`src/rtl/vga_pmod_receiver.sv`:
```
// Receive-side decoder for the TinyVGA PMOD bus: recovers sync timing, pixel
// coordinates and colour, and produces a per-frame CRC-16 plus timing-error flags.
module vga_pmod_receiver #(
  parameter int H_ACTIVE = 640,
  parameter int H_START  = 144,
  parameter int H_TOTAL  = 800,
  parameter int V_ACTIVE = 480,
  parameter int V_START  = 35,
  parameter int V_TOTAL  = 525,
  parameter int SYNC_NEG = 1
) (
  input  logic        clk,
  input  logic        reset,
  input  logic [7:0]  pmod,
  output logic        pix_valid,
  output logic [9:0]  pix_x,
  output logic [9:0]  pix_y,
  output logic [5:0]  pix_rgb,
  output logic        frame_done,
  output logic [15:0] frame_crc,
  output logic        line_len_err,
  output logic        frame_len_err
);

  localparam logic [9:0] H_LAST   = 10'(H_TOTAL - 1);
  localparam logic [9:0] H_LO     = 10'(H_START);
  localparam logic [9:0] H_HI     = 10'(H_START + H_ACTIVE);
  localparam logic [9:0] V_LAST   = 10'(V_TOTAL - 1);
  localparam logic [9:0] V_LO     = 10'(V_START);
  localparam logic [9:0] V_HI     = 10'(V_START + V_ACTIVE);
  localparam logic [9:0] CNT_MAX  = 10'd1023;
  localparam logic       SYNC_INV = (SYNC_NEG != 0);

  typedef enum logic {WAIT_FRAME, RUN} state_t;

  logic [7:0]  p1_q, p1_d, p2_q, p2_d;
  logic [9:0]  h_cnt_q, h_cnt_d, v_cnt_q, v_cnt_d;
  logic        hs_seen_q, hs_seen_d;
  logic        vs_pend_q, vs_pend_d;
  state_t      state_q, state_d;
  logic [15:0] crc_q, crc_d;
  logic        pix_valid_q, pix_valid_d;
  logic [9:0]  pix_x_q, pix_x_d, pix_y_q, pix_y_d;
  logic [5:0]  pix_rgb_q, pix_rgb_d;
  logic        frame_done_q, frame_done_d;
  logic [15:0] frame_crc_q, frame_crc_d;
  logic        line_len_err_q, line_len_err_d;
  logic        frame_len_err_q, frame_len_err_d;

  logic       hs1, hs2, vs1, vs2;
  logic       hs_edge, vs_edge, frame_start, in_window, pix_hit;
  logic [5:0] sample_rgb;

  // h_cnt/v_cnt describe the sample currently held in p2.
  assign hs1         = p1_q[7] ^ SYNC_INV;
  assign hs2         = p2_q[7] ^ SYNC_INV;
  assign vs1         = p1_q[3] ^ SYNC_INV;
  assign vs2         = p2_q[3] ^ SYNC_INV;
  assign hs_edge     = hs1 & ~hs2;
  assign vs_edge     = vs1 & ~vs2;
  assign frame_start = hs_edge & (vs_pend_q | vs_edge);
  assign sample_rgb  = {p2_q[0], p2_q[4], p2_q[1], p2_q[5], p2_q[2], p2_q[6]};
  assign in_window   = (h_cnt_q >= H_LO) && (h_cnt_q < H_HI) &&
                       (v_cnt_q >= V_LO) && (v_cnt_q < V_HI);
  assign pix_hit     = (state_q == RUN) && in_window && !frame_start;

  // CRC-16-CCITT, MSB first, one byte per call.
  function automatic logic [15:0] crc_byte(input logic [15:0] crc_in, input logic [7:0] data);
    logic [15:0] c;
    c = crc_in ^ {data, 8'h00};
    for (int i = 0; i < 8; i++) begin
      c = c[15] ? ((c << 1) ^ 16'h1021) : (c << 1);
    end
    return c;
  endfunction

  always_comb begin
    p1_d            = pmod;
    p2_d            = p1_q;
    h_cnt_d         = (h_cnt_q == CNT_MAX) ? h_cnt_q : h_cnt_q + 10'd1;
    v_cnt_d         = v_cnt_q;
    hs_seen_d       = hs_seen_q | hs_edge;
    vs_pend_d       = vs_pend_q | vs_edge;
    line_len_err_d  = line_len_err_q;
    state_d         = state_q;
    crc_d           = crc_q;
    frame_done_d    = 1'b0;
    frame_crc_d     = frame_crc_q;
    frame_len_err_d = frame_len_err_q;
    pix_valid_d     = pix_hit;
    pix_x_d         = pix_x_q;
    pix_y_d         = pix_y_q;
    pix_rgb_d       = pix_rgb_q;

    if (hs_edge) begin
      h_cnt_d   = 10'd0;
      vs_pend_d = 1'b0;
      if (hs_seen_q && (h_cnt_q != H_LAST)) line_len_err_d = 1'b1;
      if (vs_pend_q || vs_edge) v_cnt_d = 10'd0;
      else if (v_cnt_q != CNT_MAX) v_cnt_d = v_cnt_q + 10'd1;
    end

    // The first frame start after reset only arms RUN; the partial frame is discarded.
    if (frame_start) begin
      state_d = RUN;
      crc_d   = 16'hFFFF;
      if (state_q == RUN) begin
        frame_done_d = 1'b1;
        frame_crc_d  = crc_q;
        if (v_cnt_q != V_LAST) frame_len_err_d = 1'b1;
      end
    end else if (pix_hit) begin
      crc_d = crc_byte(crc_q, {2'b00, sample_rgb});
    end

    if (pix_hit) begin
      pix_x_d   = h_cnt_q - H_LO;
      pix_y_d   = v_cnt_q - V_LO;
      pix_rgb_d = sample_rgb;
    end
  end

  always_ff @(posedge clk) begin
    if (reset) begin
      p1_q            <= 8'h00;
      p2_q            <= 8'h00;
      h_cnt_q         <= 10'd0;
      v_cnt_q         <= 10'd0;
      hs_seen_q       <= 1'b0;
      vs_pend_q       <= 1'b0;
      state_q         <= WAIT_FRAME;
      crc_q           <= 16'hFFFF;
      pix_valid_q     <= 1'b0;
      pix_x_q         <= 10'd0;
      pix_y_q         <= 10'd0;
      pix_rgb_q       <= 6'd0;
      frame_done_q    <= 1'b0;
      frame_crc_q     <= 16'h0000;
      line_len_err_q  <= 1'b0;
      frame_len_err_q <= 1'b0;
    end else begin
      p1_q            <= p1_d;
      p2_q            <= p2_d;
      h_cnt_q         <= h_cnt_d;
      v_cnt_q         <= v_cnt_d;
      hs_seen_q       <= hs_seen_d;
      vs_pend_q       <= vs_pend_d;
      state_q         <= state_d;
      crc_q           <= crc_d;
      pix_valid_q     <= pix_valid_d;
      pix_x_q         <= pix_x_d;
      pix_y_q         <= pix_y_d;
      pix_rgb_q       <= pix_rgb_d;
      frame_done_q    <= frame_done_d;
      frame_crc_q     <= frame_crc_d;
      line_len_err_q  <= line_len_err_d;
      frame_len_err_q <= frame_len_err_d;
    end
  end

  assign pix_valid     = pix_valid_q;
  assign pix_x         = pix_x_q;
  assign pix_y         = pix_y_q;
  assign pix_rgb       = pix_rgb_q;
  assign frame_done    = frame_done_q;
  assign frame_crc     = frame_crc_q;
  assign line_len_err  = line_len_err_q;
  assign frame_len_err = frame_len_err_q;

endmodule

```
`config.mk`:
```
export PLATFORM = sky130hd
export DESIGN_NAME = vga_pmod_receiver
export DESIGN_NICKNAME = d
export VERILOG_FILES = /design/src/rtl/vga_pmod_receiver.sv
export SDC_FILE = /design/constraint.sdc
export NUM_CORES = 1
export LEC_CHECK = 0
export CAP_MARGIN = 0
export CELL_PAD_IN_SITES_DETAIL_PLACEMENT = 2
export CELL_PAD_IN_SITES_GLOBAL_PLACEMENT = 2
export CORE_MARGIN = 2
export CORE_UTILIZATION = 34
export DETAILED_ROUTE_END_ITERATION = 10
export PLACE_DENSITY = 0.82
export SYNTH_ARGS = -nofsm -noshare
export SYNTH_HDL_FRONTEND = slang
export SYNTH_SLANG_ARGS = --single-unit
```
`constraint.sdc`:
```
create_clock -name clk -period 2.9 [get_ports clk]
set_input_delay 0.58 -clock clk [delete_from_list [all_inputs] [get_ports clk]]
set_output_delay 0.58 -clock clk [all_outputs]
set_load 0.005 [all_outputs]
```
* Word-level counts from Yosys, hierarchy flattened *
Cells that the tools add are included.

operators by class
  order comparisons = 4
  multipliers = 0
  add/subtract/negate cells = 4
  shifts and indexed selects = 0
  equal/unequal tests = 4
  divide/modulo/power cells = 0
  muxes and demuxes = 11
  reduce and logical (&&, ||, !) cells = 16
  bitwise logic cells = 17

operator list
  cell                                                                     number
  13-bit two-way mux                                                       8
  10-bit != test (second input constant)                                   3
  3-bit NOT                                                                8
  10-bit by 1-bit adder with 10-bit output (second input constant)         2
  10-bit < comparator (second input constant)                              2
  10-bit two-way mux                                                       2
  16-bit by 14-bit bitwise XOR with 16-bit output                          1
  10-bit == test (second input constant)                                   1
  10-bit by 6-bit >= comparator with 1-bit output (second input constant)  1
  10-bit by 8-bit >= comparator with 1-bit output (second input constant)  1
  10-bit by 6-bit subtractor with 10-bit output (second input constant)    1
  10-bit by 8-bit subtractor with 10-bit output (second input constant)    1
  1-bit logical AND                                                        6
  2-bit AND reduction                                                      3
  2-bit OR reduction                                                       3
  1-bit AND                                                                3
  1-bit NOT                                                                3
  3-bit AND reduction                                                      1
  1-bit OR                                                                 2
  2-bit nonzero test                                                       1
  1-bit logical NOT                                                        1
  1-bit logical OR                                                         1
  1-bit two-way mux                                                        1

storage, ports and cells
  memories = 0
  latch bits = 0
  bits in read-only memories = 0
  flip-flop bits (word level) = 101
  RAM bits = 0
  output and inout bits = 46
  input port bits = 10

* Depth between registers and ports, before layout *
Gate-level depths: netlist (run 1).

  depth in word-level cells = 17
  gate-level depth with buffers = 8

* Least setup slack after synthesis (run 1) *
OpenSTA, ideal clock, no wires.

  kind = register -> register
  from = reg v_cnt_q[0]
  to = reg crc_q[7]
  path buffers = 2
  path slack = 0.840 ns
  data arrival time = 1.918 ns
  setup time = 0.143 ns
  period minus slack after synthesis = 2.060 ns
  cell stages (with the launch flop) = 9
  path through = dfxtp_1 -> ha_1 -> clkbuf_1 -> or4_4 -> a21oi_2 -> o2bb2ai_1 -> nand2_1 -> buf_2 -> o211ai_1

between the ends
  word-level cells in the longest chain between the ends = 5
  elaborated cells between the ends (all ways) = 6

RTL lines
  item                                             line  text
  start, declared                                  37    logic [9:0] h_cnt_q, h_cnt_d, v_cnt_q, v_cnt_d;
  start signal, assigned                           145   v_cnt_q <= v_cnt_d;
  10-bit by 6-bit >= comparator with 1-bit output  64    (v_cnt_q >= V_LO) && (v_cnt_q < V_HI);
  1-bit logical AND                                63    assign in_window = (h_cnt_q >= H_LO) && (h_cnt_q < H_HI) &&
  1-bit logical AND (*)                            64
  1-bit logical AND (*) (2 in series)              65    assign pix_hit = (state_q == RUN) && in_window && !frame_start;
  end signal, assigned                             149   crc_q <= crc_d;
  end, declared                                    41    logic [15:0] crc_q, crc_d;

Every way passes the cells marked *; elsewhere a longest branch is shown, timed or not.
A chain may end at the register's enable or synchronous reset.

* Worst setup path in the final report (run 1) *
  from = reg v_cnt_q[0]
  to = reg pix_rgb_q[4] (netlist: pix_rgb[4])

between the ends
  word-level cells in the longest chain between the ends = 5
  elaborated cells between the ends (all ways) = 6

RTL lines
  item                                             line  text
  10-bit by 6-bit >= comparator with 1-bit output  64
  1-bit logical AND                                63
  1-bit logical AND (*)                            64
  1-bit logical AND (*) (2 in series)              65
  end signal, assigned                             153   pix_rgb_q <= pix_rgb_d;
  end, declared                                    44    logic [5:0] pix_rgb_q, pix_rgb_d;

Marks and branches as above.

==> results of run 1 <==
-- placed cells by master (no fill, tap or decap), drive strengths merged, types with 2 or more instances in the layout --
master	count
buf	14
nor3	7
xor2	16
o21ai	40
dfxtp	101
a211oi	11
or4	3
and3	4
nand3	40
a21oi	48
nand2	23
nor2b	20
xnor2	28
a311oi	2
nand4	4
nand2b	6
clkdlybuf4s50	54
nor3b	2
mux2i	11
clkbuf	11
nor4	2
inv	7
bufinv	2
o211ai	12
ha	7
a31oi	2
or3	4
nor2	39
-- routing by layer --
metal | track usage | share of wire | vias to the layer above
li1 | - | - | 1777
met1 | 0.2471 | 0.46 | 1852
met2 | 0.3274 | 0.50 | 57
met3 | 0.04215 | 0.032 | 10
met4 | 0.05798 | 0.0093 | 0
met5 | 0 | 0 | -
-- path summary, 6_finish.rpt --
path / startpoint / slack, ns / endpoint
min reg2reg: p1_q[2] / 0.44 / p2_q[2]
max reg2reg: v_cnt_q[0] / 0.21 / pix_rgb[4]
min: p1_q[2] / 0.44 / p2_q[2]
max: v_cnt_q[0] / 0.21 / pix_rgb[4]
-- area by class of cell --
| type | count | area [um^2] | share of cell area |
|---|---|---|---|
| Inverter | 7 | 26.28 | 0.004868 |
| Clock inverter | 4 | 72.57 | 0.01344 |
| Timing Repair Buffer | 68 | 643.1 | 0.1191 |
| Clock buffer | 11 | 242.7 | 0.04497 |
| Sequential cell | 101 | 2022 | 0.3746 |
| Tap cell | 172 | 215.2 | 0.03987 |
| Multi-Input combinational cell | 342 | 2176 | 0.4031 |
-- sequential cells by signal (all words and copies together), names as in the netlist --
signal,count
vs_pend_q,1
p2_q,8
frame_done,1
v_cnt_q,10
pix_valid,1
p1_q,8
pix_rgb,6
state_q,1
hs_seen_q,1
frame_len_err,1
crc_q,16
h_cnt_q,10
frame_crc,16
pix_y,10
pix_x,10
line_len_err,1
-- stage by stage --
step	worst slack [ns]	instances	cell area, um^2	utilization	hold WS [ns]
3_3_place_gp	0.4371	690	5070	0.4017	0.4244
2_1_floorplan	0.8396	488	4405	-	0.4138
6_report	0.2134	705	5398	0.4277	0.4447
3_5_place_dp	0.2772	690	5070	0.4017	0.4346
5_1_grt	0.03562	705	5398	0.4277	0.4707
4_1_cts	0.1667	705	5385	0.4267	0.4538
-- power by group through the flow --
stage | registers (mW) | logic (mW) | clock network, mW
2_1_floorplan | 1.44 | 0.0621 | 0
3_3_place_gp | 1.45 | 0.0891 | 0
3_5_place_dp | 1.45 | 0.0938 | 0
4_1_cts | 1.42 | 0.0960 | 1.33
5_1_grt | 1.42 | 0.106 | 1.38
6_report | 1.42 | 0.0946 | 1.29
-- critical path: stages, from the launching register on --
cell and delay [ns]:
dfxtp_1 0.38, ha_1 0.34, or4_4 0.49, a21oi_2 0.30
a2bb2oi_4 0.56, buf_4 0.29, o21ai_1 0.08, a21oi_1 0.17
-- kinds of logic (layout without fill, tap and decap cells) --
family | Yosys count | count (layout) | synth area share
flip-flops | 101 | 101 | 0.4590
XOR/XNOR | 44 | 44 | 0.08748
buffers and inverters | 45 | 90 | 0.05311
adder cells (fa/ha/maj) | 7 | 7 | 0.01988
AO/OA/AOI/OAI | 122 | 122 | 0.1693
multiplexers | 11 | 11 | 0.02499
AND/OR/NAND/NOR | 158 | 158 | 0.1863
==> flow_summary.ini, run 1 <==
[power_and_ir_drop]
total_power_mw = 2.805
pwr-share-seq = 0.506
p_sw_mw = 0.5901
irDropWorstVdd_mv = 0.3659
switching_share = 0.2104
p_clk_frac = 0.460
powerDensity_mw_per_mm2 = 519.6
combPwrFrac = 0.034
intPower_mw = 2.215
p_leak_nw = 1.848

[timing]
worst_slew_pin_slew_ns = 0.7940
setup_viol = 0
layout_min_cycle_time_ns = 2.687
min_period_over_period = 0.9264
fmax_ghz = 0.3722
setup_tns_ns = 0
fin_worst_skew_ns = 0.009613
slew_headroom = 0.4694
hold_viol_final = 0
slew_viol_final = 0
rsz0062_at_grt = false

[clocking]
clk_latency_ns = 0.35
cts.clk_slew.worst_paths_ns = 0.07
cts_buffers = 9
root_buffer = clkbuf_16
htreeDepth = 3
postCtsHoldBufs = 0
cts.sinks = 101
cts_resized = 0
cts_tree = done
post_cts_buffers = 0
clock_path_buffers = 2

[worst_setup_path]
path_class = reg -> reg
worstSetupEndpointType = flip-flop
worstRegToRegCells = 7
arrival_ns = 2.97
startpoint_type = flip-flop
crit_required_ns = 3.18
path_max_fanout = 24

[floorplan]
ioPinCount = 56
die_w_um = 117.8
initial_core_util = 0.3491
rows = 41
dieArea_mm2 = 0.01388
fp.dieH_um = 117.8
core_region_area_mm2 = 0.01262

[synthesis]
synth_common_cells = 101 x dfxtp_1, 47 x a21oi_1, 40 x nand3_1
syn-num-nets = 505
async_flop_share = 0
yosys_register_bits = 101
synth_flop_cell = dfxtp_1
synth_top_area_cell = dfxtp_1
synthCells = 488
synth_edf_count = 0
postSynthAreaPerCell_um2 = 9.028
syn-cell-area_mm2 = 0.004405
synth_most_common_cell = dfxtp_1
synth_top_cell_area_share = 0.4590
synth_cell_types = 47
yosysWarnings = 0
seq_area_frac_synth = 0.4590
synth_area_leaders = dfxtp_1 46%, xnor2_1 5.6%, a21oi_1 5.3%

[placement]
hpwl_um = 8944
io_buffers = 55
gp_congestion = 0.7731

[final_layout]
nets = 546
area_growth_pct = 22.52
n_antenna_cell = 0
layout-drive-gt1-share = 0.07880
fill_cells = 1411

[global_route]
grt_pass1_vias = 4026
grt_pass1_wl_um = 21450
grt_start_max_net_pins = 38
antenna_found_initial = 0
grtUsageTotal = 0.1936
grt-ovfl-total = 0

[run]
drv_cap = 0

[min_path]
min_path_type = reg -> reg
min_path_cells = 1

[outcome]
outcome = completed

[drt]
dr.pass1.iters = 4
drt-initial-drc-count = 151
postRouteAntennaNets = 0
wirelength_um = 12980
drc = 0
avgViaCountPerCell = 5.243
avgRoutedWirePerCell_um = 18.41
vias = 3696
No activity file was read; power rests on OpenSTA's default activity.
==> run 2: changes to the inputs <==
Settings changed: CELL_PAD_IN_SITES_DETAIL_PLACEMENT 2 to 0, CELL_PAD_IN_SITES_GLOBAL_PLACEMENT 2 to 1, CORE_MARGIN 2 to not set, CORE_UTILIZATION 34 to 35, PLACE_DENSITY 0.82 to 0.71.
==> run 2 against run 1 <==
Clock-buffer cell count fell by 1. Global-route usage decreased by 2.7 points. Critical path depth is the same. Clock power hardly changed. Setup slack improved by 0.11 ns. Flip-flop and latch count unchanged. Wire length decreased by 22%. Total power increased by 0.14%. First-iteration DRC count increased by 7.3%. Sequential share of layout area increased by 0.12 points. Critical path type unchanged.
==> flow_summary.ini, run 2 (synthesis results as in run 1) <==
[outcome]
outcome = completed

[timing]
min_period_over_period = 0.8878
layout_min_cycle_time_ns = 2.575
setup_viol = 0
setup_tns_ns = 0
slew_viol_final = 0
fmax_ghz = 0.3884
rsz0062_at_grt = false
hold_viol_final = 0
fin_worst_skew_ns = 0.01207
worst_slew_pin_slew_ns = 0.7808
slew_headroom = 0.4782

[drt]
vias = 3457
wl_met2_um = 4537
wirelength_um = 10160
dr.pass1.iters = 5
dr.max_layer_used = met4
drc = 0
route.met3.wl_um = 438
postRouteAntennaNets = 0
met1_length_um = 5078
avgViaCountPerCell = 4.932
avgRoutedWirePerCell_um = 14.49
drt-initial-drc-count = 162

[min_path]
min_path_cells = 1
min_path_type = reg -> reg

[global_route]
grt_pass1_wl_um = 17140
grtUsageTotal = 0.1665
grt-ovfl-total = 0
antenna_found_initial = 0
grt_pass1_vias = 3423
grt_start_max_net_pins = 39

[floorplan]
initial_core_util = 0.3622
die_w_um = 114.2
dieArea_mm2 = 0.01304
fp.dieH_um = 114.2
rows = 40
ioPinCount = 56
core_region_area_mm2 = 0.01216

[worst_setup_path]
crit_chain = ha_1, or4_4, a21oi_2, a2bb2oi_4, buf_4, o21ai_1, a21oi_1
r2r-end = pix_x[2]
worstSetupEndpointType = flip-flop
arrival_ns = 2.84
cp_slowest_cell = or4_4
critPathMaxStageDelay_ns = 0.49
crit_required_ns = 3.17
crit_path_start = v_cnt_q[0]
path_class = reg -> reg
reg2reg_slack_ns = 0.33
worstRegToRegCells = 7
startpoint_type = flip-flop
reg2reg_from = v_cnt_q[0]
path_max_fanout = 23
endpoint = pix_x[2]

[final_layout]
regArea_mm2 = 0.002022
fill_cells = 1180
fin_cells = 701
multi_input_area_mm2 = 0.002163
nets = 545
layout_common_cells = 101 x dfxtp_1, 54 x clkdlybuf4s50_1, 47 x a21oi_1
mostFrequentLayoutCell = dfxtp_1
n_antenna_cell = 0
area_growth_pct = 22.12
layout-drive-gt1-share = 0.07880
postLayoutCellArea_mm2 = 0.005380

[placement]
gp_congestion = 0.8166
io_buffers = 55
hpwl_um = 7177
placed_area_mm2 = 0.005057
post-place-cells = 685

[power_and_ir_drop]
p_sw_mw = 0.6038
powerDensity_mw_per_mm2 = 522.0
intPower_mw = 2.205
pwr-share-seq = 0.504
switching_share = 0.2150
irDropWorstVdd_mv = 0.3150
p_leak_nw = 1.840
combPwrFrac = 0.031
p_clk_frac = 0.464

[run]
drv_cap = 0

[clocking]
cts.clk_slew.worst_paths_ns = 0.07
clk_latency_ns = 0.35
clock_path_buffers = 2
postCtsHoldBufs = 0
cts_resized = 0
cts.sinks = 101
root_buffer = clkbuf_16
cts_buffers = 9
cts_tree = done
htreeDepth = 3
post_cts_buffers = 0
## run 2: worst max-delay path: cells and delay by family (launching register included)
family / cells / cell delay (ns)
and+or+nand+nor: 1 / 0.49
adders and majority gates: 1 / 0.34
buffers and inverters: 1 / 0.30
DFF: 1 / 0.37
AOI/OAI and AO/OA: 4 / 1.00
## run 2: stage by stage
| stage | util | total power [mW] | hold slack [ns] | setup WS, ns |
|---|---|---|---|---|
| after global placement | 0.4158 | 1.536 | 0.4222 | 0.4486 |
| final | 0.4424 | 2.809 | 0.4313 | 0.3254 |
| after CTS | 0.4424 | 2.848 | 0.4296 | 0.3273 |
| after floorplan | - | 1.506 | 0.4138 | 0.8396 |
| after global routing | 0.4424 | 2.912 | 0.4459 | 0.1677 |
| after detailed placement | 0.4158 | 1.537 | 0.4204 | 0.3483 |
## run 2: cell type report
class	instances	area share
repair buffers	67	0.1181
multi-input cells	342	0.4021
clock buffers	10	0.04256
flip-flops and latches	101	0.3758
well taps	168	0.03907
inverters	7	0.004884
clock inverters	6	0.01744
## run 2: how the worst min path moves through the flow
stage | to | slack (ns) | from
2_1_floorplan | p2_q[0] | 0.41 | p1_q[0]
3_3_place_gp | p2_q[5] | 0.42 | p1_q[5]
3_5_place_dp | p2_q[5] | 0.42 | p1_q[5]
4_1_cts | p2_q[5] | 0.43 | p1_q[5]
5_1_grt | p2_q[5] | 0.45 | p1_q[5]
6_report | p2_q[5] | 0.43 | p1_q[5]
## run 2: power groups by stage
| stage | clock (mW) | sequential [mW] | combinational (mW) |
|---|---|---|---|
| after floorplan | 0 | 1.44 | 0.0621 |
| after global placement | 0 | 1.45 | 0.0875 |
| after detailed placement | 0 | 1.45 | 0.0885 |
| after CTS | 1.34 | 1.42 | 0.0890 |
| after global routing | 1.40 | 1.42 | 0.0985 |
| final | 1.30 | 1.42 | 0.0881 |
## run 2: per-layer routing
| layer | track usage | up-vias |
|---|---|---|
| li1 | - | 1773 |
| met1 | 0.2334 | 1609 |
| met2 | 0.2485 | 68 |
| met3 | 0.04235 | 7 |
| met4 | 0.05455 | 0 |
| met5 | 0 | - |
==> run 3: changes to the inputs <==
Settings changed: RECOVER_POWER set to 25.
==> run 3 against run 2 <==
The flow now finishes with violations (max-capacitance violations, max-slew violations). Global-route usage stayed put. Highest routed layer unchanged. Worst hold slack is essentially flat. Clock skew decreased by 0.00082 ns. Combinational power fell by 1%. Critical path depth stayed put. Non-clock buffer count did not move.
==> flow_summary.ini, run 3 (synthesis results as in run 1) <==
[worst_setup_path]
startpoint_type = flip-flop
crit_required_ns = 3.15
path_max_fanout = 23
path_class = reg -> reg
cp_slowest_cell = or4_4
reg2reg_slack_ns = 0.27
crit_path_start = v_cnt_q[0]
critPathMaxStageDelay_ns = 0.49
reg2reg_from = v_cnt_q[0]
worstSetupEndpointType = flip-flop
worstRegToRegCells = 7
r2r-end = pix_x[2]
crit_chain = ha_1, or4_4, a21oi_2, a2bb2oi_4, buf_4, o21ai_1, a21oi_1
arrival_ns = 2.87

[drt]
drt-initial-drc-count = 182
drc = 0
vias = 3465
wirelength_um = 10190
dr.pass1.iters = 5
avgRoutedWirePerCell_um = 14.53
postRouteAntennaNets = 0
avgViaCountPerCell = 4.943

[global_route]
antenna_found_initial = 0
grt-ovfl-total = 0
grt_pass1_vias = 3423
grtUsageTotal = 0.1665
grt_start_max_net_pins = 39
grt_pass1_wl_um = 17140

[placement]
io_buffers = 55
gp_congestion = 0.8166
hpwl_um = 7177
placed_area_mm2 = 0.005057

[power_and_ir_drop]
irDropWorstVdd_mv = 0.3152
powerDensity_mw_per_mm2 = 523.7
p_leak_nw = 1.848

[timing]
fmax_ghz = 0.3809
setup_viol = 0
layout_min_cycle_time_ns = 2.625
fin_worst_skew_ns = 0.01124
setup_tns_ns = 0
rsz0062_at_grt = false
hold_viol_final = 0
slew_viol_final = 39
worst_slew_pin_slew_ns = 1.764
slew_headroom = -0.1759
min_period_over_period = 0.9053

[floorplan]
fp.dieH_um = 114.2
core_region_area_mm2 = 0.01216
rows = 40
dieArea_mm2 = 0.01304
initial_core_util = 0.3622
ioPinCount = 56
die_w_um = 114.2

[final_layout]
nets = 545
layout_common_cells = 101 x dfxtp_1, 48 x clkdlybuf4s50_1, 47 x a21oi_1
mostFrequentLayoutCell = dfxtp_1
area_growth_pct = 21.67
layout-drive-gt1-share = 0.06942
finalCoreUtilization = 0.4407
postLayoutCellArea_mm2 = 0.005360
n_antenna_cell = 0

[clocking]
cts_resized = 0
root_buffer = clkbuf_16
cts.sinks = 101
post_cts_buffers = 0
cts.clk_slew.worst_paths_ns = 0.07
cts_buffers = 9
clock_path_buffers = 2
clk_latency_ns = 0.35
htreeDepth = 3
cts_tree = done
postCtsHoldBufs = 0

[outcome]
violations = max-capacitance violations, max-slew violations
outcome = finished with violations

[min_path]
holdPathEnd = p2_q[5]
min_path_cells = 1
min_path_type = reg -> reg
hp-start = p1_q[5]

[run]
drv_cap = 1
## run 3: cell count changes in the layout (fill, tap and decap cells not counted), sizes merged
cell / delta
clkbuf: +3
dlygate4sd3: +6
buf: -3
clkdlybuf4s50: -6
## run 3: cell type report
class                   instances  area (um^2)
inverters                       7        26.28
repair buffers                 67        626.9
fillers                      1183         6802
flip-flops and latches        101         2022
clock inverters                 6        93.84
multi-input cells             342         2152
clock buffers                  10        229.0
well taps                     168        210.2
## run 3: through the flow
step	cells	setup slack [ns]	hold slack [ns]	power (mW)
final	701	0.2745	0.4312	2.807
after detailed placement	685	0.3483	0.4204	1.537
after global placement	685	0.4486	0.4222	1.536
after floorplan	488	0.8396	0.4138	1.506
after global routing	701	0.1410	0.4459	2.911
after CTS	701	0.3273	0.4296	2.848
## run 3: worst max-delay path, delay by kind of cell, from the launching register on
family	cells	cell delay (ns)
adder cells (fa/ha/maj)	1	0.34
AO/OA/AOI/OAI	4	1.01
AND/OR/NAND/NOR	1	0.49
flip-flops	1	0.38
buffers and inverters	1	0.30
## run 3: how the worst max path moves through the flow
stage / endpoint / cells after the start
2_1_floorplan: crc_q[7] / 8
3_3_place_gp: pix_rgb[4] / 7
3_5_place_dp: pix_x[2] / 7
4_1_cts: pix_x[2] / 7
5_1_grt: pix_x[2] / 7
6_report: pix_x[2] / 7
## run 3: report_power, final
group | total [mW] | switching [mW] | internal [mW] | leakage, nW
clock network | 1.30 | 0.539 | 0.765 | 0.154
logic | 0.0868 | 0.0506 | 0.0362 | 0.876
registers | 1.42 | 0.0139 | 1.40 | 0.818
total | 2.81 | 0.604 | 2.20 | 1.85
## run 3: per-layer routing
| layer | global-route usage | vias up | part of all wire |
|---|---|---|---|
| li1 | - | 1776 | - |
| met1 | 0.2334 | 1620 | 0.50 |
| met2 | 0.2485 | 62 | 0.44 |
| met3 | 0.04235 | 7 | 0.041 |
| met4 | 0.05455 | 0 | 0.010 |
| met5 | 0 | - | 0 |
